===== config.mk =====
export PLATFORM = sky130hd
export DESIGN_NAME = multicycle_controller_flat
export DESIGN_NICKNAME = d
export VERILOG_FILES = /design/src/rtl/multicycle_controller_pkg.sv /design/src/rtl/multicycle_controller_if.sv /design/src/rtl/multicycle_controller_output_decoder.sv /design/src/rtl/multicycle_controller.sv /design/src/flat_wrapper.sv
export SDC_FILE = /design/constraint.sdc
export NUM_CORES = 1
export LEC_CHECK = 0
export CAP_MARGIN = 20
export CORE_ASPECT_RATIO = 0.9
export CORE_MARGIN = 2
export CORE_UTILIZATION = 50
export DETAILED_ROUTE_END_ITERATION = 16
export GPL_TIMING_DRIVEN = 0
export PLACE_DENSITY = 0.94
export SYNTH_ARGS = -nofsm -noshare
export SYNTH_HDL_FRONTEND = slang
export SYNTH_SLANG_ARGS = --single-unit

===== constraint.sdc =====
create_clock -name clk -period 3.15 [get_ports clk]
set_input_delay 0.4725 -clock clk [delete_from_list [all_inputs] [get_ports clk]]
set_output_delay 0.4725 -clock clk [all_outputs]
set_load 0.05 [all_outputs]

===== src/rtl/multicycle_controller_pkg.sv =====
// Shared types and encodings for the multicycle ARM controller.
// Latency: n/a (declarations only).
// Backpressure: n/a.
package mc_ctrl_pkg;

  typedef enum logic [3:0] {
    FETCH     = 4'd0,
    DECODE    = 4'd1,
    MEMADR    = 4'd2,
    MEMREAD   = 4'd3,
    MEMWB     = 4'd4,
    MEMWRITE  = 4'd5,
    EXECUTER  = 4'd6,
    EXECUTEI  = 4'd7,
    ALUWB     = 4'd8,
    BRANCH    = 4'd9
  } state_t;

  localparam logic [1:0] OP_DP  = 2'b00;
  localparam logic [1:0] OP_MEM = 2'b01;
  localparam logic [1:0] OP_B   = 2'b10;

  localparam logic       ADR_PC  = 1'b0;
  localparam logic       ADR_RES = 1'b1;

  localparam logic [1:0] SRCA_REG = 2'b00;
  localparam logic [1:0] SRCA_PC  = 2'b01;

  localparam logic [1:0] SRCB_REG  = 2'b00;
  localparam logic [1:0] SRCB_IMM  = 2'b01;
  localparam logic [1:0] SRCB_FOUR = 2'b10;

  localparam logic [1:0] RES_ALUOUT = 2'b00;
  localparam logic [1:0] RES_DATA   = 2'b01;
  localparam logic [1:0] RES_ALU    = 2'b10;

  localparam logic [1:0] IMM_DP  = 2'b00;
  localparam logic [1:0] IMM_MEM = 2'b01;
  localparam logic [1:0] IMM_BR  = 2'b10;

  // Per-cycle datapath control word produced from the current state.
  typedef struct packed {
    logic       ir_write;
    logic       next_pc;
    logic       adr_src;
    logic [1:0] alu_src_a;
    logic [1:0] alu_src_b;
    logic [1:0] result_src;
    logic       alu_op;
    logic       reg_w;
    logic       mem_w;
    logic       branch;
    logic       instr_done;
  } ctrl_t;

  // Immediate extender select, identical to the single-cycle decoder.
  function automatic logic [1:0] imm_sel(input logic [1:0] op);
    case (op)
      OP_MEM:  return IMM_MEM;
      OP_B:    return IMM_BR;
      default: return IMM_DP;
    endcase
  endfunction

  // Register-read source {str_src, branch_src}; ld is funct[0] (L bit).
  function automatic logic [1:0] reg_sel(input logic [1:0] op, input logic ld);
    case (op)
      OP_MEM:  return ld ? 2'b00 : 2'b10;
      OP_B:    return 2'b01;
      default: return 2'b00;
    endcase
  endfunction

endpackage


===== src/rtl/multicycle_controller_if.sv =====
// Controller <-> datapath signal bundle.
// Latency: n/a (wiring only).
// Backpressure: memory stalls are signalled through mem_ready.
interface multicycle_controller_if #(parameter int CNT_W = 32);
  logic [1:0]       op;
  logic [5:0]       funct;
  logic             mem_ready;
  logic             ir_write;
  logic             next_pc;
  logic             adr_src;
  logic [1:0]       alu_src_a;
  logic [1:0]       alu_src_b;
  logic [1:0]       result_src;
  logic             alu_op;
  logic             reg_w;
  logic             mem_w;
  logic             branch;
  logic [1:0]       imms;
  logic [1:0]       reg_src;
  logic             instr_done;
  logic             illegal_op;
  logic [CNT_W-1:0] instr_count;

  // Controller side.
  modport master (
    input  op, funct, mem_ready,
    output ir_write, next_pc, adr_src, alu_src_a, alu_src_b, result_src,
           alu_op, reg_w, mem_w, branch, imms, reg_src, instr_done,
           illegal_op, instr_count
  );

  // Datapath side.
  modport slave (
    output op, funct, mem_ready,
    input  ir_write, next_pc, adr_src, alu_src_a, alu_src_b, result_src,
           alu_op, reg_w, mem_w, branch, imms, reg_src, instr_done,
           illegal_op, instr_count
  );
endinterface


===== src/rtl/multicycle_controller_output_decoder.sv =====
// Moore output map: state (+ mem_ready for wait states) -> control word.
// Latency: purely combinational.
// Backpressure: mem_ready gates FETCH strobes and MEMWRITE retire.
module mc_ctrl_output_decoder
  import mc_ctrl_pkg::*;
(
  input  state_t state,
  input  logic   mem_ready,
  output ctrl_t  ctrl
);

  // Every field defaults to 0; each state only sets what it uses.
  always_comb begin
    ctrl = '0;
    case (state)
      FETCH: begin
        ctrl.adr_src    = ADR_PC;
        ctrl.alu_src_a  = SRCA_PC;
        ctrl.alu_src_b  = SRCB_FOUR;
        ctrl.result_src = RES_ALU;
        ctrl.ir_write   = mem_ready;
        ctrl.next_pc    = mem_ready;
      end
      DECODE: begin
        // PC+8 is presented on result so R15 reads see the ARM pipeline view.
        ctrl.alu_src_a  = SRCA_PC;
        ctrl.alu_src_b  = SRCB_FOUR;
        ctrl.result_src = RES_ALU;
      end
      MEMADR: begin
        ctrl.alu_src_a = SRCA_REG;
        ctrl.alu_src_b = SRCB_IMM;
      end
      MEMREAD: ctrl.adr_src = ADR_RES;
      MEMWB: begin
        ctrl.result_src = RES_DATA;
        ctrl.reg_w      = 1'b1;
        ctrl.instr_done = 1'b1;
      end
      MEMWRITE: begin
        // Write held every cycle until memory accepts it.
        ctrl.adr_src    = ADR_RES;
        ctrl.mem_w      = 1'b1;
        ctrl.instr_done = mem_ready;
      end
      EXECUTER: begin
        ctrl.alu_src_a = SRCA_REG;
        ctrl.alu_src_b = SRCB_REG;
        ctrl.alu_op    = 1'b1;
      end
      EXECUTEI: begin
        ctrl.alu_src_a = SRCA_REG;
        ctrl.alu_src_b = SRCB_IMM;
        ctrl.alu_op    = 1'b1;
      end
      ALUWB: begin
        ctrl.result_src = RES_ALUOUT;
        ctrl.reg_w      = 1'b1;
        ctrl.instr_done = 1'b1;
      end
      BRANCH: begin
        ctrl.alu_src_a  = SRCA_REG;
        ctrl.alu_src_b  = SRCB_IMM;
        ctrl.result_src = RES_ALU;
        ctrl.branch     = 1'b1;
        ctrl.instr_done = 1'b1;
      end
      default: ctrl = '0;
    endcase
  end

endmodule


===== src/rtl/multicycle_controller.sv =====
// Multicycle ARM control FSM: state register, next-state, retire counter, illegal flag.
// Latency: DP 4, LDR 5, STR 4, B 3 cycles with no memory wait states.
// Backpressure: FETCH/MEMREAD/MEMWRITE hold until mem_ready; rst kills all strobes at once.
module multicycle_controller
  import mc_ctrl_pkg::*;
#(
  parameter int CNT_W = 32
) (
  input logic                   clk,
  input logic                   rst,
  multicycle_controller_if.master bus
);

  state_t           state;
  ctrl_t            ctrl;
  logic [CNT_W-1:0] count;
  logic             illegal;

  mc_ctrl_output_decoder u_dec (
    .state     (state),
    .mem_ready (bus.mem_ready),
    .ctrl      (ctrl)
  );

  // State transitions, retire counting and sticky illegal-op capture.
  always_ff @(posedge clk or posedge rst) begin
    if (rst) begin
      state   <= FETCH;
      count   <= '0;
      illegal <= 1'b0;
    end else begin
      if (ctrl.instr_done) count <= count + CNT_W'(1);
      if (state == DECODE && bus.op == 2'b11) illegal <= 1'b1;
      case (state)
        FETCH:    if (bus.mem_ready) state <= DECODE;
        DECODE: begin
          case (bus.op)
            OP_MEM:  state <= MEMADR;
            OP_DP:   state <= bus.funct[5] ? EXECUTEI : EXECUTER;
            OP_B:    state <= BRANCH;
            default: state <= FETCH;
          endcase
        end
        MEMADR:   state <= bus.funct[0] ? MEMREAD : MEMWRITE;
        MEMREAD:  if (bus.mem_ready) state <= MEMWB;
        MEMWB:    state <= FETCH;
        MEMWRITE: if (bus.mem_ready) state <= FETCH;
        EXECUTER: state <= ALUWB;
        EXECUTEI: state <= ALUWB;
        ALUWB:    state <= FETCH;
        BRANCH:   state <= FETCH;
        default:  state <= FETCH;
      endcase
    end
  end

  // Strobes are masked by rst so an abort is visible in the same cycle.
  assign bus.ir_write   = ctrl.ir_write   & ~rst;
  assign bus.next_pc    = ctrl.next_pc    & ~rst;
  assign bus.reg_w      = ctrl.reg_w      & ~rst;
  assign bus.mem_w      = ctrl.mem_w      & ~rst;
  assign bus.branch     = ctrl.branch     & ~rst;
  assign bus.instr_done = ctrl.instr_done & ~rst;

  assign bus.adr_src    = ctrl.adr_src;
  assign bus.alu_src_a  = ctrl.alu_src_a;
  assign bus.alu_src_b  = ctrl.alu_src_b;
  assign bus.result_src = ctrl.result_src;
  assign bus.alu_op     = ctrl.alu_op;

  assign bus.imms        = imm_sel(bus.op);
  assign bus.reg_src     = reg_sel(bus.op, bus.funct[0]);
  assign bus.illegal_op  = illegal;
  assign bus.instr_count = count;

endmodule


===== src/flat_wrapper.sv =====
// flat-port wrapper written by rule: the top's interface ports become plain ports
module multicycle_controller_flat import mc_ctrl_pkg::*;
#(
  parameter int CNT_W = 32
)
  (clk, rst, bus_op, bus_funct, bus_mem_ready, bus_ir_write, bus_next_pc, bus_adr_src, bus_alu_src_a, bus_alu_src_b, bus_result_src, bus_alu_op, bus_reg_w, bus_mem_w, bus_branch, bus_imms, bus_reg_src, bus_instr_done, bus_illegal_op, bus_instr_count);
  multicycle_controller_if #(.CNT_W(CNT_W)) bus_i ();
  input logic clk;
  input logic rst;
  input wire logic [$bits(bus_i.op)-1:0] bus_op;
  input wire logic [$bits(bus_i.funct)-1:0] bus_funct;
  input wire logic [$bits(bus_i.mem_ready)-1:0] bus_mem_ready;
  output wire logic [$bits(bus_i.ir_write)-1:0] bus_ir_write;
  output wire logic [$bits(bus_i.next_pc)-1:0] bus_next_pc;
  output wire logic [$bits(bus_i.adr_src)-1:0] bus_adr_src;
  output wire logic [$bits(bus_i.alu_src_a)-1:0] bus_alu_src_a;
  output wire logic [$bits(bus_i.alu_src_b)-1:0] bus_alu_src_b;
  output wire logic [$bits(bus_i.result_src)-1:0] bus_result_src;
  output wire logic [$bits(bus_i.alu_op)-1:0] bus_alu_op;
  output wire logic [$bits(bus_i.reg_w)-1:0] bus_reg_w;
  output wire logic [$bits(bus_i.mem_w)-1:0] bus_mem_w;
  output wire logic [$bits(bus_i.branch)-1:0] bus_branch;
  output wire logic [$bits(bus_i.imms)-1:0] bus_imms;
  output wire logic [$bits(bus_i.reg_src)-1:0] bus_reg_src;
  output wire logic [$bits(bus_i.instr_done)-1:0] bus_instr_done;
  output wire logic [$bits(bus_i.illegal_op)-1:0] bus_illegal_op;
  output wire logic [$bits(bus_i.instr_count)-1:0] bus_instr_count;
  assign bus_i.op = bus_op;
  assign bus_i.funct = bus_funct;
  assign bus_i.mem_ready = bus_mem_ready;
  assign bus_ir_write = bus_i.ir_write;
  assign bus_next_pc = bus_i.next_pc;
  assign bus_adr_src = bus_i.adr_src;
  assign bus_alu_src_a = bus_i.alu_src_a;
  assign bus_alu_src_b = bus_i.alu_src_b;
  assign bus_result_src = bus_i.result_src;
  assign bus_alu_op = bus_i.alu_op;
  assign bus_reg_w = bus_i.reg_w;
  assign bus_mem_w = bus_i.mem_w;
  assign bus_branch = bus_i.branch;
  assign bus_imms = bus_i.imms;
  assign bus_reg_src = bus_i.reg_src;
  assign bus_instr_done = bus_i.instr_done;
  assign bus_illegal_op = bus_i.illegal_op;
  assign bus_instr_count = bus_i.instr_count;
  multicycle_controller #(.CNT_W(CNT_W)) u_core (.clk(clk), .rst(rst), .bus(bus_i));
endmodule

# Word level (Yosys, flattened, before mapping)
# Cells that the tools add are included.
[word_totals]
memories = 0
reg_bits = 37
inputBits = 11
output_inout_bits = 51
word_cells = 56
latchBits = 0
mem_bits_rw = 0
rom_bits = 0
[classes]
div_mod_pow = 0
n_eq_ne = 15
add_sub_neg = 1
bitwise = 7
n_reduce_logical = 11
shifts = 0
mul = 0
muxes = 19
magnitude_cmp = 0
[ops]
columns = ["cell", "count"]
rows = [
  ["$add 32x1->32 const B", 1],
  ["$pmux 4 s6", 1],
  ["$eq 4x3->1 const B", 4],
  ["$mux 4", 3],
  ["$pmux 2 s2", 3],
  ["$pmux 4 s3", 1],
  ["$reduce_or 3->1", 3],
  ["$eq 4x2->1 const B", 2],
  ["$eq 4x4->1 const B", 2],
  ["$reduce_or 2->1", 4],
  ["$and 1x1->1", 6],
  ["$mux 1", 6],
  ["$ne 2x2->1 const B", 3],
  ["$pmux 3 s2", 1],
  ["$eq 2x2->1 const B", 2],
  ["$eq 4x1->1 const B", 1],
  ["$logic_not 4->1", 1],
  ["$mux 2", 2],
  ["$mux 3", 1],
  ["$reduce_and 3->1", 1],
  ["$eq 2x1->1 const B", 1],
  ["$logic_not 2->1", 1],
  ["$pmux 1 s2", 1],
  ["$logic_and 1x1->1", 1],
  ["$not 1->1", 1],
]

# Longest topological paths before layout
[depth]
ltp_word = 4
ltp_mapped = 7
mapped_depth_nobuf = 7

# Cells and area by module
# Synthesis repeated with hierarchy kept, for this count alone.
[hier_totals]
hier_cells = 193
hier_area_um2 = 2023.2
[modules_own_cells]
columns = ["mod", "cells_per_inst", "seq_area_each_um2", "instances", "area_per_inst_um2"]
rows = [
  ["multicycle_controller", 167, 925.9, 1, 1864.3],
  ["mc_ctrl_output_decoder", 26, 0.0, 1, 158.9],
]

# Least setup slack after synthesis
# No wires, ideal clock.
[synth_path]
path_type = "reg-to-output"
startpoint = "register u_core.state[1]"
endpoint = "output bus_reg_w"
arrival_ns = 3.281
setup_slack_ns = -0.604
required_ns = 2.677
path_stages_with_launch = 4
path_cell_list = "dfrtp_1 > clkbuf_1 > clkbuf_1 > a2111oi_0"
[synth_between]
elab_chain_cells = 4
elab_cells_between_ends = 5
[synth_rtl]
columns = ["item", "line", "rtl"]
rows = [
  ["start: declaration", "multicycle_controller.sv:14", "state_t state;"],
  ["start signal: assignment", "multicycle_controller.sv:39", "OP_DP: state <= bus.funct[5] ? EXECUTEI : EXECUTER;"],
  ["start signal: assignment", "multicycle_controller.sv:44", "MEMADR: state <= bus.funct[0] ? MEMREAD : MEMWRITE;"],
  ["$eq 4x3->1 or $eq 4x4->1 (tied branches)", "multicycle_controller_output_decoder.sv:15", "case (state)"],
  ["$reduce_or 2->1 (no source line) *", "--", ""],
  ["$mux 1 *", "multicycle_controller_output_decoder.sv:15", ""],
  ["$and 1x1->1 *", "multicycle_controller.sv:60", "assign bus.reg_w = ctrl.reg_w & ~rst;"],
  ["end: declaration", "flat_wrapper.sv:20", "output wire logic [$bits(bus_i.reg_w)-1:0] bus_reg_w;"],
]
# Every way passes the cells marked *; elsewhere a longest branch is shown, timed or not.

# Final worst setup path
[layout_path]
startpoint = "register u_core.state[1]"
endpoint = "output bus_adr_src"
[layout_between]
elab_chain_cells = 3
elab_cells_between_ends = 4
[layout_rtl]
columns = ["item", "line", "rtl"]
rows = [
  ["$eq 4x2->1 or $eq 4x3->1 (tied branches)", "multicycle_controller_output_decoder.sv:15", ""],
  ["$reduce_or 2->1 (no source line) *", "--", ""],
  ["$mux 1 *", "multicycle_controller_output_decoder.sv:15", ""],
  ["end: declaration", "flat_wrapper.sv:15", "output wire logic [$bits(bus_i.adr_src)-1:0] bus_adr_src;"],
]
# Marks and branches as above.

==> run metrics <==
clk_lat worst skew=290 ps; power density over the cells=753.4 nW/um2; max-slew violations=0; Worst EP required=2680 ps; WL met1=1960 um; setup_tns=0 ps; register area share after synthesis=0.4548; WS Path Type=reg2out; met2 wirelength from detailed routing=2292 um; CTS H-tree depth=2; synth unique cells=37; clock sink count=37; fin crit share=0.9435; first-pass GRT wire length=7948 um; number of port buffers=56; fmax=336.5 MHz; HP Start=u_core.bus.instr_count[31]; element type at the critical path end=output port; crit path launch=u_core.state[1]; initial antenna violation count=0; maxcap violations=0; Avg WL per Cell=14.73 um; CTS Buf Count=5; Seq cells post-synth=37; critical path's slowest cell=clkdlybuf4s50_1; drt pass-1 iters=4; core box area=3810 um2; utilization after layout=0.7297; crit path DAT=2500 ps; VDD IR max=689.7 uV; RSZ-0062 raised after global routing=false; Clk pin slew, worst setup/hold paths=70 ps; CTS Buffer Depth=2; EDFF count, synth=0; Syn Area/Cell=9.979 um2; # IOs=62; Gate Count Post-Synth=204; final setup margin=178.0 ps; CP max stage delay=830 ps; die area=4599 um2; number of remaining DRC errors=0; Detail Route Antenna Nets=0; largest net degree at the start of global routing=21; final setup fails=0; Top FF cell, synth=dfrtp_1; slew margin rel.=0.5255; Placer Congestion=0.8618; site row count=21; vias=1,704; hpwl dp=3512 um; Area Growth Syn to Fin=36.57%; LEAKAGE=1.184 nW; Max Clock Skew=4.680 ps; worst slew pin tran=710.9 ps; Top Layer Used=met4; Final Hold Vio Count=0; worst slack, placed=130.5 ps; grt total ovfl=0; Hold Crit Class=reg2reg; Final #Nets=287; Via density=5.427; cells along the critical path=clkbuf_1 -> clkbuf_2 -> xnor2_1 -> nor3_1 -> clkdlybuf4s50_1; post-route insts no fill=314; share of layout cells above drive strength 1=0.09701; Period minus WS final=2972 ps; Mapped Area=2036 um2; DRT Wirelength=4624 um; clk root buf=clkbuf_8; worst r2r src=u_core.state[3]; TritonCTS clock tree=built; startpoint types=flip-flop; Initial Util=0.5343; Post-Place Cells=307; GRT Total Usage=0.2234; Yosys warning count=0; die width=71.26 um; fraction of registers with async set/reset=1.000; initial DRC count=118; die height=64.54 um; crit-path max FO=10; n_diodes=0; syn_nets=223; met3 WL=282 um; status=complete, no violations; vias in the first global route=1,705
==> synthesized netlist by cell type, types with 2 or more instances <==
| master | number | area share |
|---|---|---|
| dfrtp_1 | 37 | 0.45 |
| nand4_1 | 9 | 0.028 |
| xnor2_1 | 28 | 0.12 |
| a21oi_1 | 2 | 0.0049 |
| a31oi_1 | 2 | 0.0061 |
| inv_1 | 8 | 0.015 |
| nor2b_1 | 3 | 0.0092 |
| nand3_1 | 16 | 0.039 |
| nand2_1 | 17 | 0.031 |
| nor4_1 | 3 | 0.0092 |
| and4_1 | 4 | 0.017 |
| nand2b_1 | 2 | 0.0061 |
| a22oi_1 | 2 | 0.0074 |
| mux2_2 | 2 | 0.011 |
| xor2_1 | 4 | 0.017 |
| and3_1 | 5 | 0.015 |
| ha_1 | 8 | 0.049 |
| buf_4 | 8 | 0.030 |
| clkbuf_1 | 3 | 0.0055 |
| nor2_1 | 14 | 0.026 |
| nor3_1 | 11 | 0.027 |
==> critical path, delay by kind of cell, from the launching register on <==
kind / cells / cell delay, ps
xor gates and xnor gates: 1 / 100
buffers and inverters: 3 / 1540
DFF: 1 / 410
and+or+nand+nor: 1 / 150
==> flip-flops by register name, indices dropped and copies added, names as in the netlist <==
signal and count:
u_core.bus.illegal_op 1, u_core.state 4, u_core.bus.instr_count 32
==> worst paths after layout <==
path                                                   end  slack, ps  cells past startpoint
worst max register to register  u_core.bus.instr_count[27]       1210                      6
min in group asynchronous       u_core.bus.instr_count[30]        770                      2
worst min register to register  u_core.bus.instr_count[31]        470                      1
max in group asynchronous       u_core.bus.instr_count[15]       1840                      3
worst min-delay path            u_core.bus.instr_count[31]        470                      1
worst max-delay path                           bus_adr_src        180                      5
==> power breakdown <==
group          switching, mW  internal, mW
Clock                  0.154         0.173
Sequential            0.0681         0.538
Combinational          0.745         0.416
==> metal layers <==
| metal | vias to the layer above | GRT usage |
|---|---|---|
| met3 | 11 | 0.06532 |
| met4 | 0 | 0.08019 |
| met2 | 58 | 0.3819 |
| met5 | - | 0 |
| met1 | 807 | 0.2667 |
| li1 | 828 | - |
==> through the flow <==
| stage | hold slack (ps) | total power, mW | area (um2) |
|---|---|---|---|
| floorplan | 553.8 | 1.444 | 2043 |
| global placement | 450.7 | 1.744 | 2661 |
| detailed placement | 468.2 | 1.777 | 2689 |
| CTS | 478.0 | 2.103 | 2775 |
| global route | 498.6 | 2.214 | 2780 |
| finish | 474.0 | 2.095 | 2780 |
==> cell type report <==
cell class | count | area [um2]
fillers | 287 | 1030
multi-input cells | 145 | 993.5
flip-flops and latches | 37 | 925.9
repair buffers | 57 | 591.8
plain buffers | 14 | 95.09
clock buffers | 7 | 86.33
well taps | 46 | 57.56
inverters | 8 | 30.03
==> cells in the final DEF (no fill, tap or decap), drive strengths merged <==
cell / count
xor2: 4
dlygate4sd2: 1
a311oi: 1
clkbuf: 11
nor2: 14
and3: 5
and2: 1
dfrtp: 37
a22oi: 2
nand2: 17
a31o: 1
inv: 8
a21oi: 2
clkdlybuf4s50: 53
nor4: 4
dlymetal6s2s: 2
xnor2: 28
mux2: 2
conb: 1
a2111oi: 1
nor3: 11
nand4: 9
buf: 11
or3b: 1
a22o: 1
nand3: 17
ha: 8
a31oi: 2
nor2b: 3
and4: 4
o22ai: 1
nand2b: 2
a21boi: 1
o21a: 1
o31ai: 1
==> repair_timing <==
action,4_1_cts,5_1_grt
setup endpoints to repair,1,2
gates resized for setup,2,2
hold buffers,0,0
setup buffers,0,0
==> cells by family (layout without fill, tap and decap cells) <==
logic type	Yosys count	in the layout	synth area share
AO/OA/AOI/OAI	14	14	0.05348
XOR/XNOR	32	32	0.1377
flip-flops	37	37	0.4548
multiplexers	2	2	0.01106
buffers and inverters	22	86	0.06085
adder cells (fa/ha/maj)	8	8	0.04917
other	1	1	0.001842
AND/OR/NAND/NOR	88	88	0.2311
No activity file was read; power rests on OpenSTA's default activity.
